**config.mk**
```make
export PLATFORM = sky130hd
export DESIGN_NAME = adder_ring_sequencer_flat
export DESIGN_NICKNAME = d
export VERILOG_FILES = /design/src/rtl/adder_ring_sequencer_if.sv /design/src/rtl/adder_ring_sequencer.sv /design/src/flat_wrapper.sv
export SDC_FILE = /design/constraint.sdc
export NUM_CORES = 1
export LEC_CHECK = 0
export CAP_MARGIN = 5
export CORE_ASPECT_RATIO = 0.6
export CORE_MARGIN = 5
export CORE_UTILIZATION = 48
export DETAILED_ROUTE_END_ITERATION = 10
export HOLD_SLACK_MARGIN = 0.1
export PLACE_DENSITY_LB_ADDON = 0.3
export SLEW_MARGIN = 5
export SYNTH_ARGS = -nofsm -noshare
export SYNTH_HDL_FRONTEND = slang
export SYNTH_SLANG_ARGS = --single-unit
```
**constraint.sdc**
```tcl
create_clock -name wb_clk_i -period 12.3 [get_ports wb_clk_i]
set_input_delay 2.46 -clock wb_clk_i [delete_from_list [all_inputs] [get_ports wb_clk_i]]
set_output_delay 2.46 -clock wb_clk_i [all_outputs]
set_load 0.02 [all_outputs]
```
**src/rtl/adder_ring_sequencer_if.sv**
```systemverilog
// rtl/adder_ring_sequencer_if.sv - control, config and result bundle between ring sequencer and adder/host
interface adder_ring_sequencer_if #(
    parameter int WIDTH = 32,
    parameter int WIN_W = 16
);
    logic             start;
    logic             abort;
    logic [WIDTH-1:0] cfg_a;
    logic [WIDTH-1:0] cfg_b;
    logic [WIDTH-1:0] cfg_ext_bit_b;
    logic [4:0]       cfg_bit;
    logic             cfg_sweep;
    logic [WIN_W-1:0] cfg_window;
    logic [31:0]      ring_count;
    logic [WIDTH-1:0] add_a;
    logic [WIDTH-1:0] add_b;
    logic [WIDTH-1:0] ring_bit_b;
    logic [WIDTH-1:0] s_out_bit_b;
    logic [WIDTH-1:0] ext_bit_b;
    logic             ring_en;
    logic             count_clr;
    logic             busy;
    logic             result_valid;
    logic             result_ready;
    logic [31:0]      result_count;
    logic [4:0]       result_bit;
    logic             done;

    modport master (
        input  start, abort, cfg_a, cfg_b, cfg_ext_bit_b, cfg_bit, cfg_sweep, cfg_window,
               ring_count, result_ready,
        output add_a, add_b, ring_bit_b, s_out_bit_b, ext_bit_b, ring_en, count_clr,
               busy, result_valid, result_count, result_bit, done
    );

    modport slave (
        output start, abort, cfg_a, cfg_b, cfg_ext_bit_b, cfg_bit, cfg_sweep, cfg_window,
               ring_count, result_ready,
        input  add_a, add_b, ring_bit_b, s_out_bit_b, ext_bit_b, ring_en, count_clr,
               busy, result_valid, result_count, result_bit, done
    );
endinterface

```
**src/rtl/adder_ring_sequencer.sv**
```systemverilog
// rtl/adder_ring_sequencer.sv - clears, gates and samples the adder ring counter per bit
// Single-bit or sweep measurement; all outputs are registered.
module adder_ring_sequencer #(
    parameter int WIDTH         = 32,
    parameter int WIN_W         = 16,
    parameter int CLR_CYCLES    = 2,
    parameter int SETTLE_CYCLES = 4
) (
    input  logic                    wb_clk_i,
    input  logic                    wb_rst_i,
    adder_ring_sequencer_if.master  bus
);
    localparam int BIT_W = $clog2(WIDTH);
    localparam int CNT_W = WIN_W + 1;
    localparam logic [CNT_W-1:0] CLR_LAST    = CNT_W'(CLR_CYCLES);
    // One extra cycle past the settle time: ring_count is sampled on that edge
    // together with result_valid rising.
    localparam logic [CNT_W-1:0] SETTLE_LAST = CNT_W'(SETTLE_CYCLES + 1);
    localparam logic [BIT_W-1:0] BIT_LAST    = BIT_W'(WIDTH - 1);

    typedef enum logic [2:0] {
        S_IDLE,
        S_LOAD,
        S_RUN,
        S_SETTLE,
        S_CAPTURE
    } state_t;

    state_t           r_state;
    logic [BIT_W-1:0] r_bit;
    logic             r_sweep;
    logic [CNT_W-1:0] r_window;
    logic [CNT_W-1:0] r_phase_cnt;
    logic [WIDTH-1:0] r_add_a;
    logic [WIDTH-1:0] r_add_b;
    logic [WIDTH-1:0] r_ext_bit_b;
    logic [WIDTH-1:0] r_ring_bit_b;
    logic [WIDTH-1:0] r_s_out_bit_b;
    logic             r_ring_en;
    logic             r_count_clr;
    logic             r_busy;
    logic             r_result_valid;
    logic [31:0]      r_result_count;
    logic [4:0]       r_result_bit;
    logic             r_done;

    logic [BIT_W-1:0] w_start_bit;
    logic [CNT_W-1:0] w_window_eff;

    function automatic logic [WIDTH-1:0] f_onehot(input logic [BIT_W-1:0] idx);
        return {{(WIDTH-1){1'b0}}, 1'b1} << idx;
    endfunction

    always_comb begin
        w_start_bit = '0;
        if (!bus.cfg_sweep) begin
            if (int'(bus.cfg_bit) >= WIDTH)
                w_start_bit = BIT_LAST;
            else
                w_start_bit = BIT_W'(bus.cfg_bit);
        end
    end

    // Window is widened by one bit so the maximum programmed window cannot wrap.
    assign w_window_eff = (bus.cfg_window == '0) ? CNT_W'(1) : {1'b0, bus.cfg_window};

    always_ff @(posedge wb_clk_i or posedge wb_rst_i) begin
        if (wb_rst_i) begin
            r_state        <= S_IDLE;
            r_bit          <= '0;
            r_sweep        <= 1'b0;
            r_window       <= '0;
            r_phase_cnt    <= '0;
            r_add_a        <= '0;
            r_add_b        <= '0;
            r_ext_bit_b    <= '0;
            r_ring_bit_b   <= '0;
            r_s_out_bit_b  <= '0;
            r_ring_en      <= 1'b0;
            r_count_clr    <= 1'b0;
            r_busy         <= 1'b0;
            r_result_valid <= 1'b0;
            r_result_count <= '0;
            r_result_bit   <= '0;
            r_done         <= 1'b0;
        end else if (bus.abort) begin
            r_state        <= S_IDLE;
            r_phase_cnt    <= '0;
            r_ring_bit_b   <= '0;
            r_s_out_bit_b  <= '0;
            r_ring_en      <= 1'b0;
            r_count_clr    <= 1'b0;
            r_busy         <= 1'b0;
            r_result_valid <= 1'b0;
            r_done         <= 1'b0;
        end else begin
            r_done <= 1'b0;
            case (r_state)
                S_IDLE: begin
                    if (bus.start) begin
                        r_bit         <= w_start_bit;
                        r_sweep       <= bus.cfg_sweep;
                        r_window      <= w_window_eff;
                        r_add_a       <= bus.cfg_a;
                        r_add_b       <= bus.cfg_b;
                        r_ext_bit_b   <= bus.cfg_ext_bit_b;
                        r_ring_bit_b  <= f_onehot(w_start_bit);
                        r_s_out_bit_b <= f_onehot(w_start_bit);
                        r_count_clr   <= 1'b1;
                        r_busy        <= 1'b1;
                        r_phase_cnt   <= CNT_W'(1);
                        r_state       <= S_LOAD;
                    end
                end
                S_LOAD: begin
                    if (r_phase_cnt == CLR_LAST) begin
                        r_count_clr <= 1'b0;
                        r_ring_en   <= 1'b1;
                        r_phase_cnt <= CNT_W'(1);
                        r_state     <= S_RUN;
                    end else begin
                        r_phase_cnt <= r_phase_cnt + CNT_W'(1);
                    end
                end
                S_RUN: begin
                    if (r_phase_cnt == r_window) begin
                        r_ring_en   <= 1'b0;
                        r_phase_cnt <= CNT_W'(1);
                        r_state     <= S_SETTLE;
                    end else begin
                        r_phase_cnt <= r_phase_cnt + CNT_W'(1);
                    end
                end
                S_SETTLE: begin
                    if (r_phase_cnt == SETTLE_LAST) begin
                        r_result_count <= bus.ring_count;
                        r_result_bit   <= 5'(r_bit);
                        r_result_valid <= 1'b1;
                        r_phase_cnt    <= '0;
                        r_state        <= S_CAPTURE;
                    end else begin
                        r_phase_cnt <= r_phase_cnt + CNT_W'(1);
                    end
                end
                S_CAPTURE: begin
                    if (bus.result_ready) begin
                        r_result_valid <= 1'b0;
                        if (r_sweep && (r_bit != BIT_LAST)) begin
                            r_bit         <= r_bit + BIT_W'(1);
                            r_ring_bit_b  <= f_onehot(r_bit + BIT_W'(1));
                            r_s_out_bit_b <= f_onehot(r_bit + BIT_W'(1));
                            r_count_clr   <= 1'b1;
                            r_phase_cnt   <= CNT_W'(1);
                            r_state       <= S_LOAD;
                        end else begin
                            r_ring_bit_b  <= '0;
                            r_s_out_bit_b <= '0;
                            r_busy        <= 1'b0;
                            r_done        <= 1'b1;
                            r_state       <= S_IDLE;
                        end
                    end
                end
                default: begin
                    r_state <= S_IDLE;
                end
            endcase
        end
    end

    assign bus.add_a        = r_add_a;
    assign bus.add_b        = r_add_b;
    assign bus.ext_bit_b    = r_ext_bit_b;
    assign bus.ring_bit_b   = r_ring_bit_b;
    assign bus.s_out_bit_b  = r_s_out_bit_b;
    assign bus.ring_en      = r_ring_en;
    assign bus.count_clr    = r_count_clr;
    assign bus.busy         = r_busy;
    assign bus.result_valid = r_result_valid;
    assign bus.result_count = r_result_count;
    assign bus.result_bit   = r_result_bit;
    assign bus.done         = r_done;
endmodule

```
**src/flat_wrapper.sv**
```systemverilog
// flat-port wrapper written by rule: the top's interface ports become plain ports
module adder_ring_sequencer_flat 
#(
    parameter int WIDTH         = 32,
    parameter int WIN_W         = 16,
    parameter int CLR_CYCLES    = 2,
    parameter int SETTLE_CYCLES = 4
)
  (wb_clk_i, wb_rst_i, bus_start, bus_abort, bus_cfg_a, bus_cfg_b, bus_cfg_ext_bit_b, bus_cfg_bit, bus_cfg_sweep, bus_cfg_window, bus_ring_count, bus_result_ready, bus_add_a, bus_add_b, bus_ring_bit_b, bus_s_out_bit_b, bus_ext_bit_b, bus_ring_en, bus_count_clr, bus_busy, bus_result_valid, bus_result_count, bus_result_bit, bus_done);
  adder_ring_sequencer_if #(.WIDTH(WIDTH), .WIN_W(WIN_W)) bus_i ();
  input  logic wb_clk_i;
  input  logic wb_rst_i;
  input wire logic [$bits(bus_i.start)-1:0] bus_start;
  input wire logic [$bits(bus_i.abort)-1:0] bus_abort;
  input wire logic [$bits(bus_i.cfg_a)-1:0] bus_cfg_a;
  input wire logic [$bits(bus_i.cfg_b)-1:0] bus_cfg_b;
  input wire logic [$bits(bus_i.cfg_ext_bit_b)-1:0] bus_cfg_ext_bit_b;
  input wire logic [$bits(bus_i.cfg_bit)-1:0] bus_cfg_bit;
  input wire logic [$bits(bus_i.cfg_sweep)-1:0] bus_cfg_sweep;
  input wire logic [$bits(bus_i.cfg_window)-1:0] bus_cfg_window;
  input wire logic [$bits(bus_i.ring_count)-1:0] bus_ring_count;
  input wire logic [$bits(bus_i.result_ready)-1:0] bus_result_ready;
  output wire logic [$bits(bus_i.add_a)-1:0] bus_add_a;
  output wire logic [$bits(bus_i.add_b)-1:0] bus_add_b;
  output wire logic [$bits(bus_i.ring_bit_b)-1:0] bus_ring_bit_b;
  output wire logic [$bits(bus_i.s_out_bit_b)-1:0] bus_s_out_bit_b;
  output wire logic [$bits(bus_i.ext_bit_b)-1:0] bus_ext_bit_b;
  output wire logic [$bits(bus_i.ring_en)-1:0] bus_ring_en;
  output wire logic [$bits(bus_i.count_clr)-1:0] bus_count_clr;
  output wire logic [$bits(bus_i.busy)-1:0] bus_busy;
  output wire logic [$bits(bus_i.result_valid)-1:0] bus_result_valid;
  output wire logic [$bits(bus_i.result_count)-1:0] bus_result_count;
  output wire logic [$bits(bus_i.result_bit)-1:0] bus_result_bit;
  output wire logic [$bits(bus_i.done)-1:0] bus_done;
  assign bus_i.start = bus_start;
  assign bus_i.abort = bus_abort;
  assign bus_i.cfg_a = bus_cfg_a;
  assign bus_i.cfg_b = bus_cfg_b;
  assign bus_i.cfg_ext_bit_b = bus_cfg_ext_bit_b;
  assign bus_i.cfg_bit = bus_cfg_bit;
  assign bus_i.cfg_sweep = bus_cfg_sweep;
  assign bus_i.cfg_window = bus_cfg_window;
  assign bus_i.ring_count = bus_ring_count;
  assign bus_i.result_ready = bus_result_ready;
  assign bus_add_a = bus_i.add_a;
  assign bus_add_b = bus_i.add_b;
  assign bus_ring_bit_b = bus_i.ring_bit_b;
  assign bus_s_out_bit_b = bus_i.s_out_bit_b;
  assign bus_ext_bit_b = bus_i.ext_bit_b;
  assign bus_ring_en = bus_i.ring_en;
  assign bus_count_clr = bus_i.count_clr;
  assign bus_busy = bus_i.busy;
  assign bus_result_valid = bus_i.result_valid;
  assign bus_result_count = bus_i.result_count;
  assign bus_result_bit = bus_i.result_bit;
  assign bus_done = bus_i.done;
  adder_ring_sequencer #(.WIDTH(WIDTH), .WIN_W(WIN_W), .CLR_CYCLES(CLR_CYCLES), .SETTLE_CYCLES(SETTLE_CYCLES)) u_core (.wb_clk_i(wb_clk_i), .wb_rst_i(wb_rst_i), .bus(bus_i));
endmodule
```
==> summary.txt <==
Run status
  • Status: finished clean

Routing
  • First drt pass iteration count: 5
  • DR vias: 7460
  • Vias per std cell: 5.37
  • # DRC: 0
  • Routed WL: 28.5 mm
  • Starting DRT DRC Count: approximately 580
  • Wire per inst: approximately 21 um
  • Routed Antenna Nets: 0

Yosys
  • Most used DFF post-synth: dfrtp_1
  • Mean Syn Cell Area: approximately 12 um2
  • Syn Nets: about 960
  • Seq cells post-synth: roughly 210
  • Largest cells by area after synthesis: dfrtp_1 (55%), mux2_2 (18%), buf_4 (2.6%), a22oi_1 (2.5%), nand2_1 (2.1%)
  • Yosys warns: 0
  • Post-synthesis mux area share: 0.175
  • Mapped Area: between 9000 and 10000 um2
  • Number of flops mapped to enable cells by yosys: 0
  • Post-synthesis simple-gate area fraction: 0.102
  • Combinational family with the most area after synthesis: multiplexers
  • Sequential fraction of the synthesis area: 0.555
  • Post-synth top area share: 0.555
  • Synth cell types: 58
  • Compound-Gate Fraction of Synth Area: 0.0874
  • Post-synth ARST share: 1.00
  • Xor and xnor area share after synthesis: 0.0183
  • Cells after synthesis: 799
  • Adder-Cell Fraction of Synth Area: 0.0118
  • Yosys top cell by area: dfrtp_1

Placement
  • Dpl hpwl: about 21 mm
  • Buffers on Ports: 356
  • Gpl congestion: 0.847

Final layout
  • # diodes: 0
  • Most common cell after layout, fill and taps aside: clkdlybuf4s50_1
  • Final nets: between 1k and 1.5k
  • Finished Core Util: 0.693
  • Area growth from synthesis to final layout: 43.6%
  • Most frequent cells in the layout: clkdlybuf4s50_1 (356), dfrtp_1 (212), mux2_2 (149)
  • Layout cells sized above 1: 0.178

Global route
  • Grt ovf: 0
  • GRT Overall Usage: 0.242
  • First-pass GRT wire length: 44.0 mm
  • Vias in the first global route: 7591
  • Initial antenna violation count: 1
  • Largest net degree at the start of global routing: 140

Pwr
  • Pwr Density: 144 nW/um2
  • Psw: 577 uW
  • Peak supply drop: between 0.0001 and 0.00015 V
  • Seq pwr share: 0.429
  • Switching share of power: 0.291
  • Pleak: 5.77 nW
  • Clock network power share: 0.311
  • Combinational power share: 0.260
  • Internal Pwr Total: 1.40 mW

Floorplanning
  • DIE WIDTH: 192 um
  • Die ar.: 22900 um2
  • I/O pin cnt: 357
  • Core box area: 19800 um2
  • Die H: 119 um
  • Rows: 40
  • Starting density of the core: 0.483

Setup path
  • Required @ worst endpoint: 12.68 ns
  • Crit path cell chain: clkdlybuf4s50_1 -> nor2_1 -> nand3_4 -> buf_4 -> mux2_2
  • Data arrival time of the worst path: 5.53 ns
  • Startpoint types: input pin
  • Setup Crit Path Kind: in2reg
  • CP Capture Type: register
  • CP delay by family, top: buffers and inverters
  • Slowest stage delay, CP: 0.96 ns
  • WP buf/inv: 2
  • Critical Path Fanout Max: 63
  • Critical path's slowest cell: clkdlybuf4s50_1

Clock network
  • Root buffer cell: clkbuf_16
  • CTS Sinks: 212
  • Clock transition at path regs: 0.06 ns
  • CTS tree: done
  • Clock buffer depth: 3
  • Cts repair resizes: 0
  • Post-CTS Setup Inserts: 0
  • CTS H-tree depth: 1
  • Worst-Skew Late Latency: 0.50 ns
  • Cts hold-fix bufs: 0
  • TritonCTS Buffers: 21

Timing
  • Clk_skew: ~0.011 ns
  • Hold WS: roughly 0.5 ns
  • Final Hold Fails: 0
  • Worst-margin pin slew: 1.12 ns
  • Period utilisation layout: 0.419
  • Max Slew Vio Count: 0
  • Final Setup Violations: 0
  • Worst slew margin: 0.249
  • Tmin final: slightly above 5 ns
  • Max frequency: ~190 MHz
  • TNS Setup: 0 ns
  • RSZ-0062 raised after global routing: no

Job
  • Max-Cap Viols: 0

Hold path
  • Worst min path class: reg2reg
[metal layers]
layer	track usage	up-vias	share of wire
li1	-	3417	-
met1	0.341	3729	0.43
met2	0.373	281	0.46
met3	0.0829	31	0.093
met4	0.0378	2	0.016
met5	0	-	0.00046
[worst paths after layout]
kind / startpoint / end / slack (ns) / cells past startpoint
max in group asynchronous: wb_rst_i / u_core.r_phase_cnt[4] / 8.16 / 3
hold reg to reg: u_core.bus.add_a[1] / u_core.bus.add_a[1] / 0.50 / 1
setup / recovery: bus_abort / u_core.bus.add_b[2] / 7.15 / 5
setup reg to reg: u_core.r_phase_cnt[0] / u_core.r_phase_cnt[10] / 9.26 / 7
hold / removal: u_core.bus.add_a[1] / u_core.bus.add_a[1] / 0.50 / 1
min in group asynchronous: wb_rst_i / u_core.bus.result_count[18] / 2.56 / 2
[flip-flops by register name (all words and copies together) (netlist names), 3 cells and up]
| register | cells |
|---|---|
| u_core.bus.ring_bit_b | 32 |
| u_core.r_window | 16 |
| u_core.r_bit | 5 |
| u_core.r_phase_cnt | 17 |
| u_core.bus.add_b | 32 |
| u_core.bus.ext_bit_b | 32 |
| u_core.r_state | 3 |
| u_core.bus.result_count | 32 |
| u_core.bus.add_a | 32 |
| u_core.bus.result_bit | 5 |
[Yosys cell counts, types with 6 or more instances]
cell and count:
a21o_1 7, a21oi_1 17, a22oi_1 32, buf_2 6, buf_4 33, clkbuf_1 33
dfrtp_1 212, ha_1 9, inv_1 12, mux2_2 149, nand2_1 53, nand2b_1 7
nand3_1 10, nand4_1 9, nor2_1 42, nor3_1 17, nor3b_1 9, nor4_1 6
o21ai_0 38, or3_1 6, xnor2_1 6, xor2_1 14
[final cells by class]
class / count / area (um2)
clock buffers: 30 / 619
repair buffers: 359 / 3590
clock inverters: 6 / 33.8
inverters: 12 / 52.6
flip-flops and latches: 212 / 5310
fillers: 1535 / 6080
multi-input cells: 496 / 3800
well taps: 273 / 342
[stage by stage]
step           instances  power (mW)  worst slack (ns)  instance area, um2
6_report            1388        1.98              7.15               13700
5_1_grt             1388        2.07              7.01               13700
4_1_cts             1388        2.00              7.23               13700
3_5_place_dp        1352        1.38              6.72               13100
3_3_place_gp        1352        1.36              6.80               13100
2_1_floorplan        799        1.11              4.05                9570
[power groups by stage]
stage / Combinational (mW) / Clock (mW) / Sequential, mW
after floorplan: 0.163 / 0 / 0.944
after global placement: 0.509 / 0 / 0.856
after detailed placement: 0.516 / 0 / 0.860
after CTS: 0.521 / 0.630 / 0.850
after global routing: 0.548 / 0.664 / 0.862
final: 0.515 / 0.616 / 0.850
[worst reg2reg max path: stages, from the launching register on]
cell and delay [ns]:
dfrtp_1 0.54, ha_1 0.23, nor4bb_1 0.22, nand4_1 0.27, a22o_1 0.34, a211oi_4 0.86, o21ai_0 0.25, a21o_1 0.23
[kinds of logic (layout without fill, tap and decap cells)]
kind of cell             after synthesis  in the layout
flip-flops                           212            212
AND/OR/NAND/NOR                      190            190
multiplexers                         149            149
AO/OA/AOI/OAI                        128            128
buffers and inverters                 91            407
XOR/XNOR                              20             20
adder cells (fa/ha/maj)                9              9
(Power assumes the default switching activity.)
